$ cat src/rtl/lcd_msg_arbiter.sv
// Round-robin arbiter that shares one lcd_module text path between NUM_REQ sources.
// Latches the winner's two lines, kicks sendText once, then reports done or timeout.
module lcd_msg_arbiter #(
  parameter int NUM_REQ        = 4,
  parameter int LINE_LENGTH    = 16,
  parameter int TIMEOUT_CYCLES = 2_000_000
) (
  input  logic                              CLK,
  input  logic                              RESET,
  input  logic [NUM_REQ-1:0]                req,
  input  logic [NUM_REQ*8*LINE_LENGTH-1:0]  line1_in,
  input  logic [NUM_REQ*8*LINE_LENGTH-1:0]  line2_in,
  output logic [NUM_REQ-1:0]                grant,
  output logic [NUM_REQ-1:0]                done,
  output logic [NUM_REQ-1:0]                err,
  output logic                              busy,
  output logic                              lcd_sendText,
  output logic [8*LINE_LENGTH-1:0]          lcd_line1,
  output logic [8*LINE_LENGTH-1:0]          lcd_line2,
  input  logic                              lcd_sendingDone
);

  localparam int LW = 8 * LINE_LENGTH;
  localparam int IW = $clog2(NUM_REQ);
  localparam int CW = $clog2(TIMEOUT_CYCLES + 1);
  localparam logic [CW-1:0] CNT_LAST = CW'(TIMEOUT_CYCLES - 1);
  localparam logic [IW-1:0] IDX_LAST = IW'(NUM_REQ - 1);
  localparam logic [IW:0]   NUM_EXT  = (IW+1)'(NUM_REQ);

  typedef enum logic [2:0] {
    S_IDLE    = 3'd0,
    S_LOAD    = 3'd1,
    S_KICK    = 3'd2,
    S_WAIT    = 3'd3,
    S_RELEASE = 3'd4
  } state_t;

  state_t          state_r;
  logic [IW-1:0]   ptr_r;
  logic [IW-1:0]   sel_r;
  logic [CW-1:0]   cnt_r;
  logic            prev_done_r;
  logic            ok_r;
  logic [IW-1:0]   pick_s;
  logic            found_s;
  logic [IW:0]     cand_s;
  logic            rise_s;

  assign rise_s = lcd_sendingDone & ~prev_done_r;

  // First requesting source at or after ptr, wrapping past NUM_REQ-1
  always_comb begin
    pick_s  = ptr_r;
    found_s = 1'b0;
    cand_s  = {(IW+1){1'b0}};
    for (int i = 0; i < NUM_REQ; i++) begin
      cand_s = {1'b0, ptr_r} + (IW+1)'(i);
      if (cand_s >= NUM_EXT) begin
        cand_s = cand_s - NUM_EXT;
      end else begin
        cand_s = cand_s;
      end
      if (!found_s && req[cand_s[IW-1:0]]) begin
        found_s = 1'b1;
        pick_s  = cand_s[IW-1:0];
      end else begin
        found_s = found_s;
      end
    end
  end

  // Sequencer: arbitration, line latching, kick, completion/timeout, release
  always_ff @(posedge CLK or posedge RESET) begin
    if (RESET) begin
      state_r      <= S_IDLE;
      ptr_r        <= {IW{1'b0}};
      sel_r        <= {IW{1'b0}};
      cnt_r        <= {CW{1'b0}};
      prev_done_r  <= 1'b0;
      ok_r         <= 1'b0;
      grant        <= {NUM_REQ{1'b0}};
      done         <= {NUM_REQ{1'b0}};
      err          <= {NUM_REQ{1'b0}};
      busy         <= 1'b0;
      lcd_sendText <= 1'b0;
      lcd_line1    <= {LINE_LENGTH{8'h20}};
      lcd_line2    <= {LINE_LENGTH{8'h20}};
    end else begin
      prev_done_r  <= lcd_sendingDone;
      done         <= {NUM_REQ{1'b0}};
      err          <= {NUM_REQ{1'b0}};
      lcd_sendText <= 1'b0;
      case (state_r)
        S_IDLE: begin
          if (found_s) begin
            sel_r   <= pick_s;
            grant   <= {{(NUM_REQ-1){1'b0}}, 1'b1} << pick_s;
            busy    <= 1'b1;
            state_r <= S_LOAD;
          end else begin
            state_r <= S_IDLE;
          end
        end
        S_LOAD: begin
          lcd_line1 <= line1_in[sel_r*LW +: LW];
          lcd_line2 <= line2_in[sel_r*LW +: LW];
          cnt_r     <= {CW{1'b0}};
          state_r   <= S_KICK;
        end
        S_KICK: begin
          lcd_sendText <= 1'b1;
          state_r      <= S_WAIT;
        end
        S_WAIT: begin
          // A completion edge beats a timeout landing in the same cycle
          if (rise_s) begin
            ok_r    <= 1'b1;
            state_r <= S_RELEASE;
          end else if (cnt_r == CNT_LAST) begin
            ok_r    <= 1'b0;
            state_r <= S_RELEASE;
          end else begin
            cnt_r   <= cnt_r + CW'(1);
          end
        end
        S_RELEASE: begin
          if (ok_r) begin
            done[sel_r] <= 1'b1;
          end else begin
            err[sel_r]  <= 1'b1;
          end
          grant   <= {NUM_REQ{1'b0}};
          ptr_r   <= (sel_r == IDX_LAST) ? {IW{1'b0}} : sel_r + IW'(1);
          busy    <= 1'b0;
          state_r <= S_IDLE;
        end
        default: begin
          grant   <= {NUM_REQ{1'b0}};
          busy    <= 1'b0;
          state_r <= S_IDLE;
        end
      endcase
    end
  end

endmodule

$ cat config.mk
export PLATFORM = sky130hd
export DESIGN_NAME = lcd_msg_arbiter
export DESIGN_NICKNAME = d
export VERILOG_FILES = /design/src/rtl/lcd_msg_arbiter.sv
export SDC_FILE = /design/constraint.sdc
export NUM_CORES = 1
export LEC_CHECK = 0
export CORE_AREA = 2 2 513 515
export CTS_CLUSTER_SIZE = 16
export DETAILED_ROUTE_END_ITERATION = 8
export DIE_AREA = 0 0 515 517
export GPL_ROUTABILITY_DRIVEN = 0
export GPL_TIMING_DRIVEN = 0
export PLACE_DENSITY = 0.3
export SLEW_MARGIN = 25
export SYNTH_ARGS = -nofsm -noshare
export SYNTH_HDL_FRONTEND = slang
export SYNTH_SLANG_ARGS = --single-unit
$ cat constraint.sdc
create_clock -name CLK -period 21.6 [get_ports CLK]
set_clock_uncertainty 0.05 [all_clocks]
set_input_delay 3.24 -clock CLK [delete_from_list [all_inputs] [get_ports CLK]]
set_output_delay 3.24 -clock CLK [all_outputs]
set_load 0.005 [all_outputs]
==> summary.txt, run 1 <==
===============================================================================================
Fraction of the mapped netlist area in adder cells ...............................       0.352%
Primary flip-flop cell chosen by synthesis mapping ...............................      dfrtp_1
Most common library cell in the layout ignoring fill and taps .................... clkdlybuf4s50_1
Largest buffer count on any clock path ...........................................            3
Fraction of layout instances using a drive strength above 1 ......................        14.6%
Nets in the synthesized netlist ..................................................         2649
Setup TNS ........................................................................         0 ps
Endpoint required time on the critical path ......................................     18310 ps
Area fraction in compound gates after synthesis ..................................        1.71%
Vertical die dimension ...........................................................       517 µm
Detailed-route wire length on metal 1 ............................................      88.6 mm
Sort of element at the end of the critical path ..................................  output port
Clock tree sinks .................................................................          300
Row cnt ..........................................................................          188
Post-Synthesis Cells .............................................................         1613
Achievable frequency .............................................................    0.189 GHz
Total clock buffers created by CTS ...............................................           50
Post-CTS Setup Repair Bufs .......................................................            0
Die Area .........................................................................   266000 µm²
CTS root buffer ..................................................................    clkbuf_16
Final count of pins violating max slew ...........................................            0
WP data arrival ..................................................................      2000 ps
Violation count after the first detailed-routing iteration .......................         1475
Topmost layer with routed signal wires ...........................................         met5
Starting Density .................................................................        6.81%
Simple-gate share of the synthesized area ........................................        19.5%
Path depth of the worst reg2reg path .............................................            7
NumNets Final ....................................................................         4011
Routed via count divided by cell count ...........................................         3.24
Routed WL per cell ...............................................................      36.2 µm
Critical path launch point type ..................................................    flip-flop
Most frequent cells in the layout ................................................ clkdlybuf4s50_1 (1300), nand2_1 (790), dfrtp_1 (268)
Final critical-path required period ..............................................      5290 ps
Top Ports ........................................................................         1301
Worst setup slack after layout ...................................................     16310 ps
Crit Path Category ...............................................................   reg -> out
Maxcap violations ................................................................            0
Total wire length ................................................................       235 mm
Maximum fanout along the worst path ..............................................            2
RSZ-0062 raised after global routing .............................................           no
Pwr Density ......................................................................   114 nW/µm²
Bufs and invs on worst path ......................................................            1
Final Setup Violations ...........................................................            0
Final worst path period share ....................................................        24.5%
Max stage delay on crit path .....................................................       990 ps
Number of enable flip-flop cells after synthesis .................................            0
Flops & latches, synth ...........................................................          300
Total count of hold-check failures in the final report ...........................            0
Crit. path cell count ............................................................            1
Number of search-and-repair iterations in the first detailed-routing pass ........            7
Count of different cell masters after synthesis ..................................           56
Fraction of synthesis flops using an asynchronous set or reset pin ...............         100%
Core area ........................................................................   261000 µm²
Outcome ..........................................................................    completed
Sequential cell area fraction in the yosys report ................................        42.5%
# resized after CTS ..............................................................            0
Filler Cell Count ................................................................        29.4k
Number of global-route vias before repair ........................................        21.3k
WL met3 ..........................................................................      30.8 mm
Port Buffer Count ................................................................         1300
Worst Setup Slack post-DPL .......................................................     16110 ps
Count of hold-fix buffers inserted at cts ........................................            0
Area of the mapped netlist .......................................................    17800 µm²
Number of DRC violations after detailed routing ..................................            0
Sequence of cells on the critical path ........................................... clkdlybuf4s50_1
Number of antenna violations at the first check in global routing ................          329
Detailed route wirelength on metal2 ..............................................       109 mm
Pin count of the biggest net entering global routing .............................           82
Slew at the pin closest to its max-slew limit ....................................      1020 ps
GR Util All Layers ...............................................................        17.1%
Overall via count from detail_route ..............................................        21.1k
Ys Warns .........................................................................            0
Proportion of synthesized area in mux cells ......................................        32.5%
Worst hold path depth ............................................................            2
Mapped Avg Cell Area .............................................................     11.0 µm²
Clock input transition at the sequential cells of the worst setup and hold paths .        60 ps
Cell with the largest stage delay on the worst path .............................. clkdlybuf4s50_1
Grt total ovfl ...................................................................            0
Largest delay contributor family on the critical path ............................ buffers and inverters
Static leakage ...................................................................      14.0 nW
Die width ........................................................................       515 µm
Wire length of the first global-routing pass .....................................       281 mm
Hold WS ..........................................................................       410 ps
Number of H-tree levels ..........................................................            2
Clock tree from TritonCTS ........................................................         done
Dominant combinational cell family by area after synthesis ....................... multiplexers
Worst slew margin ................................................................        32.1%
Post-DP HPWL .....................................................................       212 mm
Post-synthesis share of cell area spent on xor and xnor gates ....................       0.542%
Highest ir drop seen on vdd ......................................................  0.0000501 V
Class of the worst hold path .....................................................   reg -> reg
Number of nets with antenna violations after routing .............................            0
Layout Area Growth over Synthesis ................................................         109%
Clock latency of the later-clocked register in the worst-skew pair ...............       650 ps
===============================================================================================
worst min-delay path, delay by kind of cell (launching register included):
kind,cells,cell delay [ps]
AND/OR/NAND/NOR,2,90
flip-flops,1,370
logic make-up (layout without fill, tap and decap cells):
group,count (synthesis),count (layout)
multiplexers,257,257
other,0,67
buffers and inverters,127,1528
adder cells (fa/ha/maj),5,5
XOR/XNOR,11,11
AO/OA/AOI/OAI,40,40
flip-flops,300,300
AND/OR/NAND/NOR,873,873
layout make-up:
class | instances | area (µm²) | area share [%]
plain buffers | 120 | 519 | 1.40
repair buffers | 1310 | 13200 | 35.6
clock buffers | 72 | 1460 | 3.91
flip-flops and latches | 300 | 7550 | 20.3
well taps | 3420 | 4280 | 11.5
multi-input cells | 1186 | 9710 | 26.1
diodes | 67 | 168 | 0.451
clock inverters | 19 | 246 | 0.663
inverters | 7 | 33.8 | 0.0908
synthesized netlist by cell type, drive strengths merged, types with 7 or more instances:
master / number / share of area, %
buf: 44 / 1.2
mux4: 256 / 32
xor2: 8 / 0.39
and3: 7 / 0.25
o21ai: 12 / 0.44
nor2: 23 / 0.50
dfrtp: 268 / 38
inv: 7 / 0.15
nand3: 9 / 0.25
nand2: 790 / 17
a21oi: 9 / 0.25
clkbuf: 76 / 1.6
dfstp: 32 / 4.7
per-stage QoR:
stage,util [%],power (mW),cell area (µm²),instances
6_report,14.2,4.24,37200,6501
5_1_grt,14.2,4.49,37100,6446
4_1_cts,14.2,4.36,37000,6434
3_5_place_dp,13.5,3.44,35300,6343
3_3_place_gp,13.4,3.43,35100,6333
2_1_floorplan,-,1.91,17800,1613
sequential cells by signal, summed over array words and instances, names as in the netlist:
signal / count
cnt_r: 21
done: 4
grant: 4
err: 4
lcd_line1: 128
sel_r: 2
lcd_line2: 128
ptr_r: 2
busy: 1
prev_done_r: 1
state_r: 3
lcd_sendText: 1
ok_r: 1
routing by layer:
layer | up-vias | global-route usage [%]
met5 | - | 0
met4 | 198 | 3.38
met3 | 483 | 9.35
met2 | 1468 | 28.3
met1 | 10400 | 19.1
li1 | 8547 | -
final timing paths:
kind,startpoint,endpoint,slack [ps]
max,lcd_line2[120],lcd_line2[120],16310
min,lcd_line1[21],lcd_line1[21],410
max reg2reg,sel_r[1],lcd_line1[38],18350
min reg2reg,lcd_line1[21],lcd_line1[21],410
max in group asynchronous,RESET,lcd_line2[122],16870
min in group asynchronous,RESET,lcd_line1[50],2950
report_power, final:
part	internal, mW	switching (mW)
clock	0.525	0.348
combinational	1.09	1.27
sequential	0.840	0.161
No activity file was read; power rests on OpenSTA's default activity.
==> run 2, diff against run 1 <==
clock period = 5.1 ns   (was 21.6 ns; I/O delays follow)
==> run 2 against run 1 <==
Final cell count increased by 0.58%. Count of clock-buffer cells in the layout increased by 6. Utilization about the same. Global-route usage decreased by 0.15 points. Clock power increased to 4.1 times the previous value. Critical path depth increased by 6. Worst hold slack got worse by 1.9 ps. Combinational power increased to 4.2 times the previous value. Sequential share of layout area about the same. Setup slack got worse by 14000 ps. Via count increased by 0.61%. Critical path type is now reg -> reg. Highest routed layer unchanged.
==> summary.txt, run 2 (same netlist as run 1, synthesis figures left out) <==
===============================================================================================
Clock tree sinks .................................................................          300
Grt total ovfl ...................................................................            0
Total wire length ................................................................       234 mm
Post-route non-filler standard cell count ........................................         6539
Overall via count from detail_route ..............................................        21.2k
NumNets Final ....................................................................         4017
Die width ........................................................................       515 µm
Highest ir drop seen on vdd ......................................................   0.000256 V
Clock latency of the later-clocked register in the worst-skew pair ...............       670 ps
Total clock buffers created by CTS ...............................................           50
Post-DP HPWL .....................................................................       210 mm
Number of search-and-repair iterations in the first detailed-routing pass ........            6
Maxcap violations ................................................................            0
Clock input transition at the sequential cells of the worst setup and hold paths .        50 ps
Achievable frequency .............................................................    0.305 GHz
Static leakage ...................................................................      13.9 nW
Switching share of total power ...................................................        42.8%
Maximum fanout along the worst path ..............................................           10
Regs by FF count ................................................................. lcd_line1: 128 flops, lcd_line2: 128 flops, cnt_r: 21 flops
Routed WL per cell ...............................................................      35.7 µm
Vertical die dimension ...........................................................       517 µm
Pin count of the biggest net entering global routing .............................           26
Worst slew margin ................................................................        26.1%
Port Buffer Count ................................................................         1300
Number of antenna violations at the first check in global routing ................          339
Top Ports ........................................................................         1301
Number of H-tree levels ..........................................................            2
Row cnt ..........................................................................          188
Wire length of the first global-routing pass .....................................       279 mm
Post-Layout Inst Area ............................................................    37300 µm²
Violation count after the first detailed-routing iteration .......................         1637
Setup TNS ........................................................................         0 ps
Outcome ..........................................................................    completed
Final worst path period share ....................................................        64.2%
Internal .........................................................................      10.2 mW
Most common library cell in the layout ignoring fill and taps .................... clkdlybuf4s50_1
Combinational fraction of design power ...........................................        55.9%
Number of global-route vias before repair ........................................        21.0k
Post-DP Area .....................................................................    35400 µm²
Number of DRC violations after detailed routing ..................................            0
Starting Density .................................................................        6.81%
Part of the total power dissipated in the clock network ..........................        20.2%
Final Setup Violations ...........................................................            0
Total count of hold-check failures in the final report ...........................            0
Number of nets with antenna violations after routing .............................            0
Class of the worst hold path .....................................................   reg -> reg
RSZ-0062 raised after global routing .............................................           no
Clock tree from TritonCTS ........................................................         done
Slew at the pin closest to its max-slew limit ....................................      1110 ps
CTS root buffer ..................................................................    clkbuf_16
Routed via count divided by cell count ...........................................         3.24
Power share of the sequential group ..............................................        23.9%
Post-CTS Setup Repair Bufs .......................................................            0
Largest buffer count on any clock path ...........................................            3
Switching component of the power .................................................      7.61 mW
Count of hold-fix buffers inserted at cts ........................................            0
WP data arrival ..................................................................      3850 ps
Most frequent cells in the layout ................................................ clkdlybuf4s50_1 (1300), nand2_1 (790), dfrtp_1 (268)
Cell Count Post-Placement ........................................................         6349
Sort of element at the end of the critical path ..................................    flip-flop
Endpoint required time on the critical path ......................................      5680 ps
Pwr Density ......................................................................   477 nW/µm²
GR Util All Layers ...............................................................        16.9%
# resized after CTS ..............................................................            0
Final critical-path required period ..............................................      3270 ps
Critical path launch point type ..................................................    flip-flop
Fraction of layout instances using a drive strength above 1 ......................        14.4%
Core area ........................................................................   261000 µm²
Final count of pins violating max slew ...........................................            0
Layout Area Growth over Synthesis ................................................         110%
Die Area .........................................................................   266000 µm²
Crit Path Category ...............................................................   reg -> reg
===============================================================================================
-- run 2: changes by cell type in the layout (fill, tap and decap cells not counted), sizes merged --
cell / change
buf: +5
bufinv: -4
clkbuf: +7
clkinvlp: +1
diode: +30
inv: -1
-- run 2: layout make-up --
class | instances | area [µm²]
plain buffers | 120 | 513
clock buffers | 78 | 1460
clock inverters | 15 | 134
inverters | 7 | 30.0
well taps | 3420 | 4280
flip-flops and latches | 300 | 7550
repair buffers | 1316 | 13300
fillers | 29600 | 224000
multi-input cells | 1186 | 9710
diodes | 97 | 243
-- run 2: critical path, cell delays in order, from the launching register on --
cell and delay (ps):
dfrtp_1 380, nand2b_1 230, nor2_1 360, clkbuf_2 560
clkbuf_2 560, clkbuf_1 650, nand2_1 270, nand2_1 120
-- run 2: through the flow --
step	hold WS (ps)	setup WS, ps	utilization (%)	power, mW
6_report	408	1830	14.3	17.8
5_1_grt	419	1550	14.2	18.8
4_1_cts	392	1540	14.2	18.3
3_5_place_dp	398	1550	13.6	14.5
3_3_place_gp	399	-3740	13.4	14.5
2_1_floorplan	398	324	-	8.08
-- run 2: path summary, 6_finish.rpt --
path / slack (ps) / endpoint / depth (start not counted) / start
max: 1830 / lcd_line2[53] / 7 / state_r[2]
min: 410 / lcd_line2[77] / 2 / lcd_line2[77]
max reg2reg: 1830 / lcd_line2[53] / 7 / state_r[2]
min reg2reg: 410 / lcd_line2[77] / 2 / lcd_line2[77]
max in group asynchronous: 2760 / lcd_line1[37] / 8 / RESET
min in group asynchronous: 450 / lcd_line2[10] / 2 / RESET
-- run 2: layer usage --
metal  global-route usage (%)  vias to the layer above  wire length, µm
li1                         -                     8600                -
met1                     19.9                    10400            91000
met2                     27.1                     1493           106000
met3                     8.05                      483            28000
met4                     5.01                      188             7690
met5                        0                        -             1210
-- run 2: power by group through the flow --
stage          registers (mW)  logic, mW  clock network, mW
3_5_place_dp             4.27       10.2                  0
3_3_place_gp             4.27       10.2                  0
4_1_cts                  4.25       10.3               3.75
5_1_grt                  4.38       10.6               3.80
2_1_floorplan            4.21       3.87                  0
6_report                 4.25       9.93               3.59
